$ cat src/rtl/tau_pkg.sv
// Shared types and constants for the byte-wide core's fetch/execute sequencer.
package tau_pkg;

  typedef enum logic [2:0] {
    S_IDLE, S_FETCH, S_INC, S_DECODE, S_MEM_RD, S_MEM_WR, S_WB, S_ERR
  } seq_state_e;

  localparam logic [6:0] OP_LOAD  = 7'b0000011;
  localparam logic [6:0] OP_STORE = 7'b0100011;
  localparam logic [6:0] OP_REG   = 7'b0110011;
  localparam logic [2:0] F3_BYTE  = 3'b000;

  localparam logic [1:0] PC_HOLD = 2'b00;
  localparam logic [1:0] PC_INC  = 2'b01;

  // Byte-address EA: zero-extended base plus 24-bit offset, wrapping at 2^24.
  function automatic logic [23:0] eff_addr(input logic [7:0] base, input logic [23:0] off);
    return {16'h0000, base} + off;
  endfunction

endpackage

$ cat src/rtl/fetch_exec_sequencer_if.sv
// Byte-wide flash bus between the sequencer (master) and the flash (slave).
interface fetch_exec_sequencer_if;
  logic        flash_we;
  logic        flash_re;
  logic [23:0] flash_addr;
  logic [7:0]  flash_in;
  logic [7:0]  flash_out;

  modport master (output flash_we, flash_re, flash_addr, flash_in, input flash_out);
  modport slave  (input flash_we, flash_re, flash_addr, flash_in, output flash_out);
endinterface

$ cat src/rtl/flash_read_timer.sv
// Loadable down-counter; done is high in the last cycle of a READ_LAT-cycle flash read.
module flash_read_timer #(
  parameter int READ_LAT = 3
) (
  input  logic clk,
  input  logic reset,
  input  logic load,
  output logic done
);
  localparam logic [2:0] LOAD_VAL = 3'(READ_LAT - 1);

  logic [2:0] cnt;

  always_ff @(posedge clk or negedge reset) begin
    if (!reset)           cnt <= '0;
    else if (load)        cnt <= LOAD_VAL;
    else if (cnt != '0)   cnt <= cnt - 3'd1;
  end

  assign done = (cnt == '0);
endmodule

$ cat src/rtl/fetch_exec_sequencer.sv
// Multi-cycle sequencer: fetches a 32-bit IR byte-by-byte from flash, then
// executes lb / sb / R-type writeback. All outputs are registered from next state.
module fetch_exec_sequencer
  import tau_pkg::*;
#(
  parameter int          READ_LAT     = 3,
  parameter logic [15:0] RETIRED_INIT = 16'h0000
) (
  input  logic        clk,
  input  logic        reset,
  input  logic        run,
  input  logic [23:0] pc_out,
  output logic [1:0]  pc_control,
  fetch_exec_sequencer_if.master fbus,
  output logic [31:0] ir,
  output logic        ir_valid,
  input  logic [31:0] imm,
  input  logic [4:0]  rs1,
  input  logic [4:0]  rs2,
  input  logic [4:0]  rd,
  input  logic [7:0]  rs1_data,
  input  logic [7:0]  rs2_data,
  input  logic [7:0]  alu_result,
  output logic        rf_we,
  output logic [4:0]  rf_waddr,
  output logic [7:0]  rf_wdata,
  output logic        busy,
  output logic        illegal,
  output logic [15:0] retired
);
  seq_state_e  state, state_d;
  logic [1:0]  bi, bi_d;
  logic [31:0] ir_d;
  logic [23:0] addr_q, addr_d, ea;
  logic [7:0]  fin_q, fin_d, wdata_d;
  logic [4:0]  waddr_d;
  logic [15:0] ret_d;
  logic        re_q, we_q, rf_we_d, ill_d, retire, tmr_load, tmr_done;
  logic [6:0]  opc;
  logic [2:0]  f3;

  // Register indices are consumed by the register file; only rd matters here.
  logic unused_cu;
  assign unused_cu = ^{rs1, rs2, imm[31:24]};

  assign opc = ir[6:0];
  assign f3  = ir[14:12];
  assign ea  = eff_addr(rs1_data, imm[23:0]);

  flash_read_timer #(.READ_LAT(READ_LAT)) u_tmr (
    .clk  (clk),
    .reset(reset),
    .load (tmr_load),
    .done (tmr_done)
  );

  always_comb begin
    state_d  = state;
    bi_d     = bi;
    ir_d     = ir;
    addr_d   = addr_q;
    fin_d    = fin_q;
    waddr_d  = rf_waddr;
    wdata_d  = rf_wdata;
    rf_we_d  = 1'b0;
    ill_d    = illegal;
    ret_d    = retired;
    tmr_load = 1'b0;
    retire   = 1'b0;
    case (state)
      S_IDLE: if (run) begin
        state_d  = S_FETCH;
        bi_d     = '0;
        addr_d   = pc_out;
        tmr_load = 1'b1;
      end
      S_FETCH: if (tmr_done) begin
        ir_d[8*bi +: 8] = fbus.flash_out;
        state_d         = S_INC;
      end
      // PC bumps on the edge leaving INC, so the next byte address is pc_out+1.
      S_INC: if (bi != 2'd3) begin
        bi_d     = bi + 2'd1;
        state_d  = S_FETCH;
        addr_d   = pc_out + 24'd1;
        tmr_load = 1'b1;
      end else begin
        state_d = S_DECODE;
      end
      S_DECODE: begin
        if (opc == OP_LOAD && f3 == F3_BYTE) begin
          state_d  = S_MEM_RD;
          addr_d   = ea;
          tmr_load = 1'b1;
        end else if (opc == OP_STORE && f3 == F3_BYTE) begin
          state_d = S_MEM_WR;
          addr_d  = ea;
          fin_d   = rs2_data;
        end else if (opc == OP_REG) begin
          state_d = S_WB;
          waddr_d = rd;
          wdata_d = alu_result;
          rf_we_d = (rd != 5'd0);
        end else begin
          state_d = S_ERR;
          ill_d   = 1'b1;
        end
      end
      S_MEM_RD: if (tmr_done) begin
        state_d = S_WB;
        waddr_d = rd;
        wdata_d = fbus.flash_out;
        rf_we_d = (rd != 5'd0);
      end
      S_MEM_WR, S_WB: retire = 1'b1;
      S_ERR: ;
      default: ;
    endcase
    if (retire) begin
      ret_d = retired + 16'd1;
      ir_d  = '0;
      bi_d  = '0;
      if (run) begin
        state_d  = S_FETCH;
        addr_d   = pc_out;
        tmr_load = 1'b1;
      end else begin
        state_d = S_IDLE;
      end
    end
  end

  always_ff @(posedge clk or negedge reset) begin
    if (!reset) begin
      state      <= S_IDLE;
      bi         <= '0;
      ir         <= '0;
      ir_valid   <= 1'b0;
      pc_control <= PC_HOLD;
      re_q       <= 1'b0;
      we_q       <= 1'b0;
      addr_q     <= '0;
      fin_q      <= '0;
      rf_we      <= 1'b0;
      rf_waddr   <= '0;
      rf_wdata   <= '0;
      busy       <= 1'b0;
      illegal    <= 1'b0;
      retired    <= RETIRED_INIT;
    end else begin
      state      <= state_d;
      bi         <= bi_d;
      ir         <= ir_d;
      ir_valid   <= state_d inside {S_DECODE, S_MEM_RD, S_MEM_WR, S_WB};
      pc_control <= (state_d == S_INC) ? PC_INC : PC_HOLD;
      re_q       <= state_d inside {S_FETCH, S_MEM_RD};
      we_q       <= (state_d == S_MEM_WR);
      addr_q     <= addr_d;
      fin_q      <= fin_d;
      rf_we      <= rf_we_d;
      rf_waddr   <= waddr_d;
      rf_wdata   <= wdata_d;
      busy       <= !(state_d inside {S_IDLE, S_ERR});
      illegal    <= ill_d;
      retired    <= ret_d;
    end
  end

  assign fbus.flash_re   = re_q;
  assign fbus.flash_we   = we_q;
  assign fbus.flash_addr = addr_q;
  assign fbus.flash_in   = fin_q;
endmodule

$ cat src/flat_wrapper.sv
// flat-port wrapper written by rule: the top's interface ports become plain ports
module fetch_exec_sequencer_flat import tau_pkg::*;
#(
  parameter int          READ_LAT     = 3,
  parameter logic [15:0] RETIRED_INIT = 16'h0000
)
  (clk, reset, run, pc_out, pc_control, ir, ir_valid, imm, rs1, rs2, rd, rs1_data, rs2_data, alu_result, rf_we, rf_waddr, rf_wdata, busy, illegal, retired, fbus_flash_we, fbus_flash_re, fbus_flash_addr, fbus_flash_in, fbus_flash_out);
  fetch_exec_sequencer_if fbus_i ();
  input  logic clk;
  input  logic reset;
  input  logic run;
  input  logic [23:0] pc_out;
  output logic [1:0] pc_control;
  output logic [31:0] ir;
  output logic ir_valid;
  input  logic [31:0] imm;
  input  logic [4:0] rs1;
  input  logic [4:0] rs2;
  input  logic [4:0] rd;
  input  logic [7:0] rs1_data;
  input  logic [7:0] rs2_data;
  input  logic [7:0] alu_result;
  output logic rf_we;
  output logic [4:0] rf_waddr;
  output logic [7:0] rf_wdata;
  output logic busy;
  output logic illegal;
  output logic [15:0] retired;
  output wire logic [$bits(fbus_i.flash_we)-1:0] fbus_flash_we;
  output wire logic [$bits(fbus_i.flash_re)-1:0] fbus_flash_re;
  output wire logic [$bits(fbus_i.flash_addr)-1:0] fbus_flash_addr;
  output wire logic [$bits(fbus_i.flash_in)-1:0] fbus_flash_in;
  input wire logic [$bits(fbus_i.flash_out)-1:0] fbus_flash_out;
  assign fbus_flash_we = fbus_i.flash_we;
  assign fbus_flash_re = fbus_i.flash_re;
  assign fbus_flash_addr = fbus_i.flash_addr;
  assign fbus_flash_in = fbus_i.flash_in;
  assign fbus_i.flash_out = fbus_flash_out;
  fetch_exec_sequencer #(.READ_LAT(READ_LAT), .RETIRED_INIT(RETIRED_INIT)) u_core (.clk(clk), .reset(reset), .run(run), .pc_out(pc_out), .pc_control(pc_control), .fbus(fbus_i), .ir(ir), .ir_valid(ir_valid), .imm(imm), .rs1(rs1), .rs2(rs2), .rd(rd), .rs1_data(rs1_data), .rs2_data(rs2_data), .alu_result(alu_result), .rf_we(rf_we), .rf_waddr(rf_waddr), .rf_wdata(rf_wdata), .busy(busy), .illegal(illegal), .retired(retired));
endmodule
$ cat config.mk
export PLATFORM = sky130hd
export DESIGN_NAME = fetch_exec_sequencer_flat
export DESIGN_NICKNAME = d
export VERILOG_FILES = /design/src/rtl/tau_pkg.sv /design/src/rtl/fetch_exec_sequencer_if.sv /design/src/rtl/flash_read_timer.sv /design/src/rtl/fetch_exec_sequencer.sv /design/src/flat_wrapper.sv
export SDC_FILE = /design/constraint.sdc
export NUM_CORES = 1
export LEC_CHECK = 0
export CORE_ASPECT_RATIO = 1.5
export CORE_UTILIZATION = 58
export CTS_BUF_LIST = sky130_fd_sc_hd__clkbuf_2
export DETAILED_ROUTE_END_ITERATION = 7
export DONT_BUFFER_PORTS = 1
export PLACE_DENSITY_LB_ADDON = 0.12
export SLEW_MARGIN = 20
export SYNTH_ARGS = -nofsm -noshare
export SYNTH_HDL_FRONTEND = slang
export SYNTH_SLANG_ARGS = --single-unit
export TNS_END_PERCENT = 5
$ cat constraint.sdc
create_clock -name clk -period 3.2 [get_ports clk]
set_clock_uncertainty 0.1 [all_clocks]
set_input_delay 0.64 -clock clk [delete_from_list [all_inputs] [get_ports clk]]
set_output_delay 0.64 -clock clk [all_outputs]
set_load 0.02 [all_outputs]
==> results_tabular.tex, run 1 <==
\begin{tabular}{lr}
\hline
Metric & Value \\
\hline
\multicolumn{2}{l}{\textbf{Flow run}} \\
\quad Max-cap check violation count & 0 \\
\multicolumn{2}{l}{\textbf{Global routing}} \\
\quad Global route overflow & 0 \\
\quad All-Layer GR Usage & 29.3\% \\
\quad Antenna violations before repair & 1 \\
\quad Global-route wire length before repair & 24900 um \\
\quad Pin count of the biggest net entering global routing & 109 \\
\quad Vias in the first global route & 5075 \\
\multicolumn{2}{l}{\textbf{Floorplanning}} \\
\quad Die ar. & 11100 um\^{}2 \\
\quad Starting density of the core & 60.3\% \\
\quad Overall die width & 86.3 um \\
\quad Die Y-Extent & 128 um \\
\quad Number of placed I/O pins & 207 \\
\quad Number of placement rows & 45 \\
\quad Area of the core & 10200 um\^{}2 \\
\multicolumn{2}{l}{\textbf{Drt}} \\
\quad Final wirelength & 16200 um \\
\quad DRT iter0 DRCs & 304 \\
\quad Residual DRC count & 0 \\
\quad Average wire per cell in the routed design & 20.4 um \\
\quad Detailed-routing iteration count for the pre-antenna-repair pass & 6 \\
\quad Number of vias after detailed routing & 5209 \\
\quad Detail Route Antenna Nets & 0 \\
\quad Detail-routed via count per cell & 6.57 \\
\multicolumn{2}{l}{\textbf{STA}} \\
\quad Max-slew headroom & 50.1\% \\
\quad TNS Setup & 0 ps \\
\quad Max-slew violation count & 0 \\
\quad Crit path time final & 2700 ps \\
\quad Final cycle utilization of the critical path & 84.3\% \\
\quad Count of endpoints failing setup in the final report & 0 \\
\quad RSZ-0062 raised after global routing & no \\
\quad Achievable frequency & 371 MHz \\
\quad Worst Max-Slew Pin Slew & 748 ps \\
\quad Final hold violation count & 0 \\
\multicolumn{2}{l}{\textbf{Setup path}} \\
\quad Crit-path max FO & 13 \\
\quad Worst EP required & 3630 ps \\
\quad Sequence of cells on the critical path & ha\_1 > and2\_1 > o21ai\_0 > nand2b\_2 > a221o\_1 > a221oi\_1 > nor3\_1 \\
\quad Slowest CP cell & sky130\_fd\_sc\_hd\_\_dfrtp\_1 \\
\quad Kind of end point of the critical path & flop \\
\quad Crit path kind & reg2reg \\
\quad Startpoint type of the worst setup path & flop \\
\quad Slowest cell delay on critical path & 550 ps \\
\quad Worst EP arrival & 3130 ps \\
\multicolumn{2}{l}{\textbf{Clock tree}} \\
\quad Maximum root-to-sink buffer count & 2 \\
\quad Clock tree from TritonCTS & built \\
\quad Level count of the clock H-tree & 3 \\
\quad Number of clock buffers inserted by TritonCTS & 9 \\
\quad Clock root buffer & sky130\_fd\_sc\_hd\_\_clkbuf\_2 \\
\quad Clock edge transition at the registers on the reported setup and hold paths & 310 ps \\
\quad Clock sink count & 108 \\
\quad Later-pin clock latency in the skew report & 600 ps \\
\multicolumn{2}{l}{\textbf{Power and ir drop}} \\
\quad Fraction of power consumed by the clock network & 28.6\% \\
\quad Sequential fraction of design power & 62.8\% \\
\quad Cell internal power dissipation & 1.69 mW \\
\quad Switching power summed over all nets & 0.674 mW \\
\quad Total leakage power & 2.82 nW \\
\quad Switching power as a share of total power & 28.5\% \\
\quad VDD IR max & 0.261 mV \\
\quad Total power divided by cell area & 359 nW/um\^{}2 \\
\quad Share of power burned in combinational logic & 8.6\% \\
\multicolumn{2}{l}{\textbf{Place}} \\
\quad Routability-driven placement congestion ratio & 0.897 \\
\quad Number of buffer cells added on primary ports & 0 \\
\quad DP Wirelength & 12000 um \\
\multicolumn{2}{l}{\textbf{Synthesis}} \\
\quad Count of flip-flops with a built-in enable after synthesis & 0 \\
\quad Syn Inst Count & 639 \\
\quad Top post-synthesis cells by area & sky130\_fd\_sc\_hd\_\_dfrtp\_1 (44\%), sky130\_fd\_sc\_hd\_\_xnor2\_1 (5.1\%), sky130\_fd\_sc\_hd\_\_a22o\_1 (4.3\%), sky130\_fd\_sc\_hd\_\_nor2\_1 (3.8\%), sky130\_fd\_sc\_hd\_\_ha\_1 (3.2\%) \\
\quad Cell with the most instances after synthesis & sky130\_fd\_sc\_hd\_\_dfrtp\_1 \\
\quad Count of synthesis-stage warnings from yosys & 0 \\
\quad Share of the yosys chip area belonging to registers & 43.7\% \\
\quad Cell taking the most area after synthesis & sky130\_fd\_sc\_hd\_\_dfrtp\_1 \\
\quad Commonest cells post-synth & sky130\_fd\_sc\_hd\_\_dfrtp\_1 (108), sky130\_fd\_sc\_hd\_\_nor2\_1 (63), sky130\_fd\_sc\_hd\_\_nand2\_1 (39) \\
\quad Count of unique library cells instantiated by Yosys & 65 \\
\quad Most used DFF post-synth & sky130\_fd\_sc\_hd\_\_dfrtp\_1 \\
\quad Flip-flop and latch count after synthesis & 108 \\
\quad Mapped Area & 6180 um\^{}2 \\
\quad Avg Synthesized Cell Area & 9.67 um\^{}2 \\
\quad Area fraction of the dominant cell type after synthesis & 43.7\% \\
\quad Net count after synthesis & 762 \\
\quad Synth async-reset ratio & 100\% \\
\multicolumn{2}{l}{\textbf{Layout}} \\
\quad Area Overhead vs Synth & 6.82\% \\
\quad Final net count & 769 \\
\quad Register cell area after layout & 2700 um\^{}2 \\
\quad Fill cell count & 912 \\
\quad Total area of multi-input combinational cells & 3300 um\^{}2 \\
\quad Core Util, Final & 64.4\% \\
\quad Fraction of final layout cells with drive strength greater than 1 & 9.37\% \\
\multicolumn{2}{l}{\textbf{Worst hold path}} \\
\quad HP Class & in2reg \\
\multicolumn{2}{l}{\textbf{Status}} \\
\quad Status & finished clean \\
\hline
\end{tabular}
-- power groups by stage --
stage | logic (mW) | registers (mW) | clock network, mW
finish | 0.204 | 1.49 | 0.678
global route | 0.230 | 1.49 | 0.743
CTS | 0.202 | 1.49 | 0.698
detailed placement | 0.165 | 1.51 | 0
global placement | 0.161 | 1.51 | 0
floorplan | 0.137 | 1.50 | 0
-- critical path: cells and delay by family (launching register included) --
family          cells  cell delay, ps
fa+ha+maj           1             340
compound gates      3            1030
simple gates        3             620
flops               1             550
-- layer usage --
layer	vias up	wire length, um	track usage (%)
li1	2384	-	-
met1	2527	5710	31.8
met2	255	8610	52.4
met3	43	1330	7.57
met4	0	554	14.4
met5	-	0	0
-- flip-flops by register name, summed over array words and instances, names as in the netlist --
signal and cells:
u_core.bi 2, u_core.busy 1, u_core.fbus.flash_addr 24, u_core.fbus.flash_in 8
u_core.fbus.flash_re 1, u_core.fbus.flash_we 1, u_core.illegal 1, u_core.ir 32
u_core.ir_valid 1, u_core.pc_control 1, u_core.retired 16, u_core.rf_waddr 5
u_core.rf_wdata 8, u_core.rf_we 1, u_core.state 3, u_core.u_tmr.cnt 3
-- cells by family (layout without fill, tap and decap cells) --
family,count (synthesis),count (layout),share of synthesized area [%]
AOI/OAI and AO/OA,173,173,20.2
xor gates and xnor gates,49,49,6.94
adders and majority gates,17,17,3.56
buffers and inverters,47,59,3.14
DFF,108,108,43.7
muxes,24,24,4.17
other,1,2,0.0607
and+or+nand+nor,220,220,18.2
-- through the flow --
stage                     instance area, um^2  hold WS [ps]  power, mW  worst slack (ps)  instances
after floorplan                          6180           244       1.63               519        639
after global placement                   6370           247       1.67               466        768
after detailed placement                 6370           247       1.67               423        768
after CTS                                6560         0.162       2.39               544        788
after global routing                     6600         -3.86       2.47               345        793
final                                    6600          49.2       2.37               501        793
-- cell usage in the layout (no fill, tap or decap), drive strengths merged, types with 16 or more instances in the layout --
| cell type | instances |
|---|---|
| nand2 | 39 |
| nor3 | 32 |
| dfrtp | 108 |
| o21ai | 27 |
| a21oi | 36 |
| inv | 20 |
| ha | 16 |
| nor2 | 63 |
| nand3 | 20 |
| buf | 18 |
| xnor2 | 36 |
| a22o | 31 |
-- cell type report --
type / count / area share (%)
Sequential cell: 108 / 40.9
Timing Repair Buffer: 25 / 3.41
Clock inverter: 7 / 1.31
Multi-Input combinational cell: 484 / 49.9
Antenna cell: 1 / 0.0379
Inverter: 18 / 1.02
Clock buffer: 9 / 0.682
Tap cell: 141 / 2.67
-- final timing paths --
check	start	endpoint	slack, ps	cells past startpoint
worst max-delay path	u_core.bi[0]	u_core.fbus.flash_addr[17]	500	7
worst min-delay path	fbus_flash_out[6]	u_core.ir[30]	50	1
worst max register to register	u_core.bi[0]	u_core.fbus.flash_addr[17]	500	7
min in group asynchronous	reset	u_core.fbus.flash_addr[12]	530	2
max in group asynchronous	reset	u_core.rf_wdata[4]	2060	2
worst min register to register	u_core.u_tmr.cnt[1]	u_core.u_tmr.cnt[1]	440	1
-- what timing repair did --
action | in CTS | in global routing
hold buffers | 4 | 4
endpoints found under the hold margin | 110 | 5
gates resized for setup | 0 | 0
buffers inserted | 0 | 0
Note: power is estimated with default switching activity, not from simulation.
==> run 2: changes to the inputs <==
Clock period 3.2 ns to 2.4 ns, I/O delays scaled along.
==> run 2 against run 1 <==
The flow now finishes with violations (negative hold slack); total power increased by 35%; critical path depth decreased by 2; non-clock buffer count increased by 91; register-to-register slack got worse by 450 ps; maximum frequency increased by 15%; via count increased by 9.0%; global-route usage increased by 3.0 points; sequential power increased by 33%; sequential cell count unchanged; sequential share of layout area decreased by 4.5 points; worst hold slack got worse by 650 ps; wire length increased by 9.9%; highest routed layer unchanged.
==> results_tabular.tex, run 2 (synthesized netlist as in run 1, its figures left out) <==
\begin{tabular}{lr}
\hline
Metric & Value \\
\hline
\multicolumn{2}{l}{\textbf{Setup path}} \\
\quad Crit path kind & reg2reg (unchanged) \\
\quad Startpoint type of the worst setup path & flop (unchanged) \\
\quad Kind of end point of the critical path & flop (unchanged) \\
\quad Slowest cell delay on critical path & 620 ps (was 550 ps) \\
\quad Slowest CP cell & sky130\_fd\_sc\_hd\_\_or4\_4 (was sky130\_fd\_sc\_hd\_\_dfrtp\_1) \\
\quad Worst EP arrival & 2750 ps (was 3130 ps) \\
\quad R2r setup slk & 50 ps (was 500 ps) \\
\quad Worst EP required & 2800 ps (was 3630 ps) \\
\quad Sequence of cells on the critical path & nor4b\_4 > a31oi\_2 > or4\_4 > and2\_4 > a221o\_1 (was ha\_1 > and2\_1 > o21ai\_0 > nand2b\_2 > a221o\_1 > a221oi\_1 > nor3\_1) \\
\quad Crit-path max FO & 7 (was 13) \\
\multicolumn{2}{l}{\textbf{Clock tree}} \\
\quad Maximum root-to-sink buffer count & 2 (unchanged) \\
\quad Later-pin clock latency in the skew report & 600 ps (about the same) \\
\quad Clock root buffer & sky130\_fd\_sc\_hd\_\_clkbuf\_2 (unchanged) \\
\quad Level count of the clock H-tree & 3 (unchanged) \\
\quad Clock tree from TritonCTS & built (unchanged) \\
\quad Clock sink count & 108 (unchanged) \\
\quad Clock edge transition at the registers on the reported setup and hold paths & 330 ps (was 310 ps) \\
\quad Number of clock buffers inserted by TritonCTS & 9 (unchanged) \\
\multicolumn{2}{l}{\textbf{Place}} \\
\quad Number of buffer cells added on primary ports & 0 (unchanged) \\
\quad Routability-driven placement congestion ratio & 0.889 (was 0.897) \\
\quad Number of placed instances, taps included & 805 (was 768) \\
\quad Placed Instance Area & 6670 um\^{}2 (was 6370 um\^{}2) \\
\quad DP Wirelength & 12500 um (was 12000 um) \\
\quad Setup WS pre-CTS & -134 ps (was 423 ps) \\
\multicolumn{2}{l}{\textbf{Global routing}} \\
\quad Vias in the first global route & 5820 (was 5075) \\
\quad Pin count of the biggest net entering global routing & 109 (unchanged) \\
\quad Global route overflow & 0 (unchanged) \\
\quad Global-route wire length before repair & 27700 um (was 24900 um) \\
\quad All-Layer GR Usage & 32.3\% (was 29.3\%) \\
\quad Antenna violations before repair & 1 (unchanged) \\
\multicolumn{2}{l}{\textbf{STA}} \\
\quad Max-slew headroom & 52.7\% (was 50.1\%) \\
\quad Max-slew violation count & 0 (unchanged) \\
\quad Final hold violation count & 108 (was 0) \\
\quad Worst Max-Slew Pin Slew & 709 ps (was 748 ps) \\
\quad Hold slack final & -597 ps (was 49.2 ps) \\
\quad Worst path setup slack after routing & 48.5 ps (was 501 ps) \\
\quad Count of endpoints failing setup in the final report & 0 (unchanged) \\
\quad Achievable frequency & 425 MHz (was 371 MHz) \\
\quad RSZ-0062 raised after global routing & yes (was no) \\
\quad Final cycle utilization of the critical path & 98.0\% (was 84.3\%) \\
\quad TNS Setup & 0 ps (unchanged) \\
\quad Crit path time final & 2350 ps (was 2700 ps) \\
\multicolumn{2}{l}{\textbf{Flow run}} \\
\quad Max-cap check violation count & 0 (unchanged) \\
\multicolumn{2}{l}{\textbf{Worst hold path}} \\
\quad HP Class & in2async (was in2reg) \\
\multicolumn{2}{l}{\textbf{Layout}} \\
\quad Register cell area after layout & 2710 um\^{}2 (was 2700 um\^{}2) \\
\quad Fraction of final layout cells with drive strength greater than 1 & 14.7\% (was 9.37\%) \\
\quad Commonest cells after routing, fill and taps aside & sky130\_fd\_sc\_hd\_\_dfrtp\_1 (106), sky130\_fd\_sc\_hd\_\_nor2\_1 (63), sky130\_fd\_sc\_hd\_\_dlygate4sd3\_1 (60), sky130\_fd\_sc\_hd\_\_buf\_4 (55), sky130\_fd\_sc\_hd\_\_nand2\_1 (37) (was sky130\_fd\_sc\_hd\_\_dfrtp\_1 (108), sky130\_fd\_sc\_hd\_\_nor2\_1 (63), sky130\_fd\_sc\_hd\_\_nand2\_1 (39), sky130\_fd\_sc\_hd\_\_a21oi\_1 (36), sky130\_fd\_sc\_hd\_\_xnor2\_1 (36)) \\
\quad Summed area of non-filler cells in the final layout & 7430 um\^{}2 (was 6600 um\^{}2) \\
\quad Final net count & 860 (was 769) \\
\quad Fill cell count & 796 (was 912) \\
\quad Most common library cell in the layout ignoring fill and taps & sky130\_fd\_sc\_hd\_\_dfrtp\_1 (unchanged) \\
\quad Register with the most flip-flops & u\_core.ir (unchanged) \\
\quad Area Overhead vs Synth & 20.2\% (was 6.82\%) \\
\quad Core Util, Final & 72.5\% (was 64.4\%) \\
\quad Number of flip-flops in the largest register & 32 (unchanged) \\
\quad Post-Layout Cell Count & 884 (was 793) \\
\quad Total area of multi-input combinational cells & 3320 um\^{}2 (was 3300 um\^{}2) \\
\multicolumn{2}{l}{\textbf{Floorplanning}} \\
\quad Die ar. & 11100 um\^{}2 (unchanged) \\
\quad Area of the core & 10200 um\^{}2 (unchanged) \\
\quad Die Y-Extent & 128 um (unchanged) \\
\quad Overall die width & 86.3 um (unchanged) \\
\quad Number of placement rows & 45 (unchanged) \\
\quad Number of placed I/O pins & 207 (unchanged) \\
\quad Starting density of the core & 60.3\% (unchanged) \\
\multicolumn{2}{l}{\textbf{Status}} \\
\quad Violated checks & negative hold slack \\
\quad Status & complete, but fails checks (was finished clean) \\
\multicolumn{2}{l}{\textbf{Drt}} \\
\quad Detail-routed via count per cell & 6.42 (was 6.57) \\
\quad Number of vias after detailed routing & 5677 (was 5209) \\
\quad DRT iter0 DRCs & 381 (was 304) \\
\quad Detailed-routing iteration count for the pre-antenna-repair pass & 6 (unchanged) \\
\quad Average wire per cell in the routed design & 20.1 um (was 20.4 um) \\
\quad Detail Route Antenna Nets & 0 (unchanged) \\
\quad Residual DRC count & 0 (unchanged) \\
\quad Final wirelength & 17800 um (was 16200 um) \\
\multicolumn{2}{l}{\textbf{Power and ir drop}} \\
\quad Switching power summed over all nets & 0.943 mW (was 0.674 mW) \\
\quad Overall power consumption & 3.19 mW (was 2.37 mW) \\
\quad Total leakage power & 3.21 nW (was 2.82 nW) \\
\quad Switching power as a share of total power & 29.5\% (was 28.5\%) \\
\quad Cell internal power dissipation & 2.25 mW (was 1.69 mW) \\
\quad VDD IR max & 0.501 mV (was 0.261 mV) \\
\quad Share of power burned in combinational logic & 11.4\% (was 8.6\%) \\
\quad Total power divided by cell area & 430 nW/um\^{}2 (was 359 nW/um\^{}2) \\
\quad Sequential fraction of design power & 62.0\% (was 62.8\%) \\
\quad Fraction of power consumed by the clock network & 26.7\% (was 28.6\%) \\
\hline
\end{tabular}
run 2: power by group through the flow:
stage	combinational, mW	sequential (mW)	clock [mW]
2_1_floorplan	0.186	2.00	0
3_3_place_gp	0.254	2.01	0
3_5_place_dp	0.261	2.01	0
4_1_cts	0.354	1.98	0.869
5_1_grt	0.393	1.99	0.942
6_report	0.363	1.98	0.851
run 2: final timing paths:
check,startpoint,endpoint,depth (start not counted)
setup / recovery,u_core.ir[3],u_core.fbus.flash_addr[18],5
max in group asynchronous,reset,u_core.state[1],0
hold / removal,reset,u_core.retired[15],0
min in group clk,pc_out[2],u_core.fbus.flash_addr[2],2
hold reg to reg,u_core.u_tmr.cnt[1],u_core.u_tmr.cnt[1],1
setup reg to reg,u_core.ir[3],u_core.fbus.flash_addr[18],5
run 2: layer usage:
| layer | routed length, um | GRT usage (%) | share of wire [%] | vias up |
|---|---|---|---|---|
| li1 | - | - | - | 2572 |
| met1 | 6270 | 35.2 | 35 | 2737 |
| met2 | 9340 | 58.4 | 52 | 308 |
| met3 | 1370 | 6.29 | 7.7 | 60 |
| met4 | 816 | 17.4 | 4.6 | 0 |
| met5 | 0 | 0 | 0 | - |
run 2: timing repair:
item                                   4_1_cts  5_1_grt
endpoints found under the hold margin      185      110
gates resized for setup                      0        9
setup buffers                                0        2
hold buffers                                58        2
setup endpoints to repair                    0       38
run 2: critical path: cells and delay by family (launching register included):
kind	cells	cell delay (ps)
AO/OA/AOI/OAI	2	530
flip-flops	1	490
AND/OR/NAND/NOR	3	1180
run 2: final cells by class:
| class | instances | share of cell area [%] |
|---|---|---|
| antenna | 1 | 0.0337 |
| clock buffer | 9 | 0.606 |
| clock inverter | 7 | 1.06 |
| inverter | 18 | 0.909 |
| multi-input combinational | 484 | 44.7 |
| sequential | 108 | 36.4 |
| tap | 141 | 2.37 |
| timing repair buffer | 116 | 13.9 |
==> run 3: changes to the inputs <==
Settings changed: CAP_MARGIN set to 10, SLEW_MARGIN 20 to unset.
==> results of run 3 <==
No change in the layout: final DEF, timing and power equal those of run 2.
